File: config.mk
export PLATFORM = sky130hd
export DESIGN_NAME = rx_frame_ctrl
export DESIGN_NICKNAME = d
export VERILOG_FILES = /design/src/rtl/rx_frame_ctrl.sv
export SDC_FILE = /design/constraint.sdc
export NUM_CORES = 1
export LEC_CHECK = 0
export CORE_MARGIN = 1.5
export CORE_UTILIZATION = 58
export DETAILED_ROUTE_END_ITERATION = 12
export GPL_TIMING_DRIVEN = 0
export PLACE_DENSITY = 0.82
export SKIP_CTS_REPAIR_TIMING = 1
export SYNTH_ARGS = -nofsm -noshare
export SYNTH_HDL_FRONTEND = slang
export SYNTH_SLANG_ARGS = --single-unit
File: constraint.sdc
create_clock -name Clock -period 4.14 [get_ports Clock]
set_input_delay 0.414 -clock Clock [delete_from_list [all_inputs] [get_ports Clock]]
set_output_delay 0.414 -clock Clock [all_outputs]
set_load 0.03 [all_outputs]
File: src/rtl/rx_frame_ctrl.sv
// Oversampled asynchronous serial receiver: start/data/parity/stop framing
// with a single-entry output buffer, parity/framing error flags and sticky overrun.
module rx_frame_ctrl #(
    parameter int DATA_WIDTH = 8,
    parameter int OVERSAMPLE = 16
) (
    input  logic                  Clock,
    input  logic                  Reset,
    input  logic                  BaudTick,
    input  logic                  RxIn,
    input  logic                  ParityEn,
    input  logic                  ParityOdd,
    input  logic                  DataReady,
    output logic [DATA_WIDTH-1:0] DataOut,
    output logic                  DataValid,
    output logic                  ParityErr,
    output logic                  FrameErr,
    output logic                  Overrun,
    output logic                  Busy
);

    localparam int CW = $clog2(OVERSAMPLE);
    localparam int BW = (DATA_WIDTH > 1) ? $clog2(DATA_WIDTH) : 1;
    localparam logic [CW-1:0] CNT_HALF = CW'(OVERSAMPLE / 2 - 1);
    localparam logic [CW-1:0] CNT_LAST = CW'(OVERSAMPLE - 1);
    localparam logic [BW-1:0] BIT_LAST = BW'(DATA_WIDTH - 1);

    typedef enum logic [2:0] {IDLE, START, DATA, PARITY, STOP} state_t;

    state_t                  state, state_next;
    logic                    rx_meta, rxs;
    logic [CW-1:0]           cnt;
    logic [BW-1:0]           bit_idx;
    logic [DATA_WIDTH-1:0]   shreg;
    logic                    par_en_l, par_odd_l, par_err_l, frame_err_l;
    logic                    done;
    logic                    cnt_clr, cnt_inc, shift_en, cfg_latch, par_sample, stop_sample;

    assign Busy = (state != IDLE);

    // NOTE: every output of this block gets a default first, so no path can infer a latch.
    always_comb begin
        state_next  = state;
        cnt_clr     = 1'b0;
        cnt_inc     = 1'b0;
        shift_en    = 1'b0;
        cfg_latch   = 1'b0;
        par_sample  = 1'b0;
        stop_sample = 1'b0;
        if (BaudTick) begin
            case (state)
                IDLE: begin
                    if (!rxs) begin
                        state_next = START;
                        cnt_clr    = 1'b1;
                    end
                end
                START: begin
                    if (cnt == CNT_HALF) begin
                        if (rxs) begin
                            state_next = IDLE;
                        end else begin
                            state_next = DATA;
                            cnt_clr    = 1'b1;
                            cfg_latch  = 1'b1;
                        end
                    end else begin
                        cnt_inc = 1'b1;
                    end
                end
                DATA: begin
                    if (cnt == CNT_LAST) begin
                        shift_en = 1'b1;
                        cnt_clr  = 1'b1;
                        if (bit_idx == BIT_LAST) state_next = par_en_l ? PARITY : STOP;
                    end else begin
                        cnt_inc = 1'b1;
                    end
                end
                PARITY: begin
                    if (cnt == CNT_LAST) begin
                        par_sample = 1'b1;
                        cnt_clr    = 1'b1;
                        state_next = STOP;
                    end else begin
                        cnt_inc = 1'b1;
                    end
                end
                STOP: begin
                    if (cnt == CNT_LAST) begin
                        stop_sample = 1'b1;
                        cnt_clr     = 1'b1;
                        state_next  = IDLE;
                    end else begin
                        cnt_inc = 1'b1;
                    end
                end
                default: state_next = IDLE;
            endcase
        end
    end

    // NOTE: non-blocking assignments throughout, so every read sees the pre-edge value.
    always_ff @(posedge Clock) begin
        if (Reset) begin
            state       <= IDLE;
            rx_meta     <= 1'b1;
            rxs         <= 1'b1;
            cnt         <= '0;
            bit_idx     <= '0;
            shreg       <= '0;
            par_en_l    <= 1'b0;
            par_odd_l   <= 1'b0;
            par_err_l   <= 1'b0;
            frame_err_l <= 1'b0;
            done        <= 1'b0;
            DataOut     <= '0;
            DataValid   <= 1'b0;
            ParityErr   <= 1'b0;
            FrameErr    <= 1'b0;
            Overrun     <= 1'b0;
        end else begin
            rx_meta <= RxIn;
            rxs     <= rx_meta;
            state   <= state_next;

            if (cnt_clr)      cnt <= '0;
            else if (cnt_inc) cnt <= cnt + 1'b1;

            if (cfg_latch) begin
                bit_idx   <= '0;
                par_en_l  <= ParityEn;
                par_odd_l <= ParityOdd;
                par_err_l <= 1'b0;
            end
            if (shift_en) begin
                shreg   <= {rxs, shreg[DATA_WIDTH-1:1]};
                bit_idx <= bit_idx + 1'b1;
            end
            if (par_sample)  par_err_l   <= ((^shreg) ^ rxs) != par_odd_l;
            if (stop_sample) frame_err_l <= ~rxs;

            // Word is handed to the buffer one cycle after the stop-bit sample.
            done <= stop_sample;

            if (done && (!DataValid || DataReady)) begin
                DataOut   <= shreg;
                ParityErr <= par_err_l;
                FrameErr  <= frame_err_l;
                DataValid <= 1'b1;
            end else if (DataValid && DataReady) begin
                DataValid <= 1'b0;
            end

            if (done && DataValid && !DataReady) Overrun <= 1'b1;
            else if (DataValid && DataReady)     Overrun <= 1'b0;
        end
    end

endmodule

### Yosys cells after proc, flatten, opt, wreduce, memory -nomap -nowiden

Cells that the tools add are included.

* flip-flop bits (word level): 37
* bits of input ports: 7
* output and inout port bits: 13
* logic and storage cells: 84

* add/subtract/negate cells: 2
* equality and inequality tests: 14
* mux-type cells: 33
* bitwise operators: 2
* reductions and logical operators: 17

Operator list (count)
* $mux 3: 9
* $mux 1: 20
* $pmux 3 s5: 1
* $ne 2x2->1 const B: 6
* $reduce_bool 2->1: 4
* $reduce_xor 8->1: 1
* $reduce_and 7->1: 1
* $eq 3x2->1 const B: 2
* $eq 3x3->1 const B: 2
* $add 4x1->4 const B: 1
* $eq 4x3->1 const B: 1
* $eq 4x4->1 const B: 1
* $logic_and 1x1->1: 4
* $add 3x1->3 const B: 1
* $eq 3x1->1 const B: 1
* $logic_not 3->1: 1
* $pmux 1 s3: 1
* $reduce_bool 3->1: 1
* $reduce_or 3->1: 1
* $logic_not 1->1: 2
* $mux 2: 1
* $pmux 1 s2: 1
* $reduce_or 2->1: 1
* $logic_or 1x1->1: 1
* other kinds (3): 3

### Logic depth before layout (Yosys ltp)

* depth after elaboration: 6
* mapped depth: 7
* gate-level depth less buffers: 7

### Least setup slack after synthesis

No wires, ideal clock.

* kind: flip-flop to flip-flop
* start point: reg cnt[0]
* end point: reg cnt[3]
* setup time: 0.124 ns
* arrival: 1.503 ns
* required time: 4.016 ns
* setup slack: 2.513 ns
* stages on the path, launching flop included: 7
* buffers on the path: 0
* period minus slack after synthesis: 1.627 ns
* path through: dfxtp_1 > ha_1 > and3b_1 > or4_4 > a21oi_1 > xnor2_1 > nor2_1

* word-level cells in the longest chain between the ends: 5
* elaborated cells between the ends (all ways): 12
* classes of those cells: add/sub: 1; eq/ne: 2; mux: 8; reduce/logical: 1

Ends and longest elaborated chain
* from (decl): line 32 `logic [CW-1:0] cnt;`
* from (signal assigned): line 128 `else if (cnt_inc) cnt <= cnt + 1'b1;`
* $eq 4x4->1 / $eq 4x3->1 (equally long branches)
* $mux 1, on equally long branches
* $pmux 1 s3: line 51 `case (state)`
* $mux 1: line 50 `if (BaudTick) begin`
* $reduce_or 2->1 (no source line)

Several ways; a longest one is shown, not always the timed one.
A chain may end at the register's enable or synchronous reset.

### Worst setup path after layout

* start point: reg state[1]
* end point: out Busy

* word-level cells in the longest chain between the ends: 1

Ends and longest elaborated chain
* from (decl): line 30 `state_t state, state_next;`
* from (signal assigned): line 125 `state <= state_next;`
* $reduce_bool 3->1: line 39 `assign Busy = (state != IDLE);`
* to (decl): line 19 `output logic Busy`

Every way passes these cells.

==> metrics.csv <==
stage,metric,value,unit
run_status,status,"finished, final reports clean",
drt,ant_nets,0,
global_route,grt_max_degree,12,
clocking,clock_latency,0.33,ns
final_layout,area_delta_synth_final,18.2,%
clocking,cts_tree,built,
timing,tns,0,ns
yosys,ys_warn_count,0,
power_and_ir_drop,ir_worst_vdd,0.000268,V
hold_path,hold_depth,1,
worst_setup_path,r2r_end,state[0]$_SDFFE_PP0P_,
worst_setup_path,cp.arrival,1.86,ns
timing,clock.fmax,439,MHz
timing,maxSlewHeadroom,67.6,%
power_and_ir_drop,p_per_area,328,mW/mm²
clocking,cts_made_buffers,5,
floorplan,core-area,0.00273,mm²
timing,hold_viol,0,
placed_design,place_inst,221,
global_route,grt_usage,21.6,%
global_route,grt_overflow,0,
worst_setup_path,regToRegSetupSlack,2.31,ns
floorplan,start_util,61.0,%
final_layout,n_antenna_cell,0,
clocking,cts_root_buf,clkbuf_4,
timing,fin_crit,2.28,ns
worst_setup_path,cp_data_required_time,3.73,ns
worst_setup_path,crit_fanout,10,
placed_design,globalplace.congestion,0.777,
drt,via_per_inst,5.44,
final_layout,stdcell_count,229,
timing,worst_pin_slew,0.485,ns
final_layout,nets,207,
worst_setup_path,r2r_start,cnt[0]$_SDFFE_PP0P_,
yosys,synth_edf_count,0,
yosys,syn_nets,182,
hold_path,min_from,rx_meta$_SDFF_PP1_,
yosys,yosysUniqueCellTypes,41,
placed_design,port_buffers,18,
yosys,yosys_most_used_dff,dfxtp_1,
yosys,synth_top_area_share,44.4,%
clocking,clk_pin_slew,0.10,ns
floorplan,row_count,19,
worst_setup_path,worstRegToRegCells,6,
worst_setup_path,cp-start-kind,register,
timing,maxSlewViolCount,0,
drt,drt_iter0_drc,35,
global_route,antenna_found_initial,0,
yosys,avgSynthCellArea,9.70,µm²
yosys,yosys-top-cells-count,"37 x dfxtp_1, 33 x nor2_1, 23 x mux2i_1",
power_and_ir_drop,p_leak,0.784,nW
power_and_ir_drop,design_power_total,0.000646,W
timing,setup_viol,0,
yosys,netlist.top_cell.by_area,dfxtp_1,
drt,wirelength,3050,µm
clocking,cts_num_sinks,37,
drt,wl_per_cell,13.3,µm
placed_design,place_hpwl,2230,µm
global_route,grt_pass1_vias,1220,
final_layout,final_util,72.1,%
final_layout,design_area,0.00197,mm²
final_layout,drive_above_1_share,12.6,%
timing,clock_skew,0.00425,ns
hold_path,hp-class,reg -> reg,
yosys,ys_top_cells_by_area,"dfxtp_1 44%, mux2i_1 14%, nor2_1 7.4%, xnor2_1 4.2%, a21oi_1 2.7%",
yosys,yosysMostFrequentCell,dfxtp_1,
clocking,h-tree-depth,2,
worst_setup_path,end_kind,primary output,
timing,rsz0062_at_grt,false,
drt,vias,1246,
drt,drc_errors,0,
floorplan,die_area,0.00321,mm²
timing,period_share,55.0,%
run,maxCapViolations,0,
yosys,ys_ff_latch,37,
floorplan,die_height,56.6,µm
yosys,synth_cells,172,
worst_setup_path,worstSetupPathType,reg -> out,
yosys,async_flop_share,0,%
floorplan,die_w,56.6,µm
yosys,synth-seq-area-share,44.4,%
hold_path,hold_end,rxs$_SDFF_PP1_,
yosys,synth_area,0.00167,mm²
placed_design,dpl-instance-area,0.00189,mm²
global_route,grt_pass1_wl,5340,µm
clocking,clock_path_buffers,2,
floorplan,pin_count,20,
drt,drtPass1Iterations,4,
worst max path at each step:
stage               cells past startpoint             startpoint  slack (ns)                    end
finish                                  3  state[1]$_SDFFE_PP0P_        1.86                   Busy
global route                            3  state[1]$_SDFFE_PP0P_        1.79                   Busy
CTS                                     3  state[1]$_SDFFE_PP0P_        1.84                   Busy
detailed placement                      5               BaudTick        2.05  shreg[5]$_SDFFE_PP0P_
global placement                        5               BaudTick        2.06  shreg[5]$_SDFFE_PP0P_
floorplan                               6    cnt[0]$_SDFFE_PP0P_        2.51    cnt[3]$_SDFFE_PP0P_
cell families (layout without fill, tap and decap cells):
kind of cell	Yosys count	after routing	share of synthesized area, %
buffers and inverters	12	38	3.83
adder cells (fa/ha/maj)	3	3	2.25
AO/OA/AOI/OAI	20	20	7.65
AND/OR/NAND/NOR	66	66	21.5
flip-flops	37	37	44.4
XOR/XNOR	11	11	6.60
multiplexers	23	23	13.8
power breakdown:
group,switching (W),internal (W)
Clock,0.000110,0.000144
Combinational,0.0000177,0.0000149
Sequential,0.00000149,0.000358
metal layers:
metal	part of all wire [%]	track usage (%)	vias to the layer above
li1	-	-	641
met1	43	25.3	574
met2	51	37.9	25
met3	4.4	6.45	6
met4	1.3	6.12	0
met5	0	0	-
critical path: stages (launching register included):
cell,delay (ns)
dfxtp_1,0.34
buf_2,0.18
or3_2,0.42
clkdlybuf4s50_1,0.60
metrics by stage:
step / hold WS, ns / setup slack [ns]
3_5_place_dp: 0.401 / 2.05
2_1_floorplan: 0.389 / 2.51
4_1_cts: 0.429 / 1.84
5_1_grt: 0.452 / 1.79
6_report: 0.424 / 1.86
3_3_place_gp: 0.403 / 2.06
sequential cells by signal, indices dropped and copies added, names as in the netlist, 3 cells and up:
| register | cells |
|---|---|
| state | 3 |
| DataOut | 8 |
| cnt | 4 |
| bit_idx | 3 |
| shreg | 8 |
cell usage in the layout (no fill, tap or decap), types with 2 or more instances in the layout:
cell type / n
a211oi_1: 2
a21oi_1: 9
a22oi_1: 3
buf_2: 3
buf_6: 2
clkbuf_1: 5
clkbuf_4: 5
clkdlybuf4s50_1: 18
dfxtp_1: 37
ha_1: 3
inv_1: 2
mux2i_1: 23
nand2_1: 8
nor2_1: 33
nor2b_1: 2
nor3_1: 2
o21ai_0: 2
or2_2: 2
or3_1: 3
xnor2_1: 8
xor2_1: 2
final cells by class:
class	instances	area, µm²
plain buffers	9	52.6
flip-flops and latches	37	741
clock inverters	1	30.0
multi-input cells	123	863
fillers	217	762
clock buffers	7	55.1
well taps	31	38.8
repair buffers	18	180
inverters	3	11.3
(Power assumes the default switching activity.)
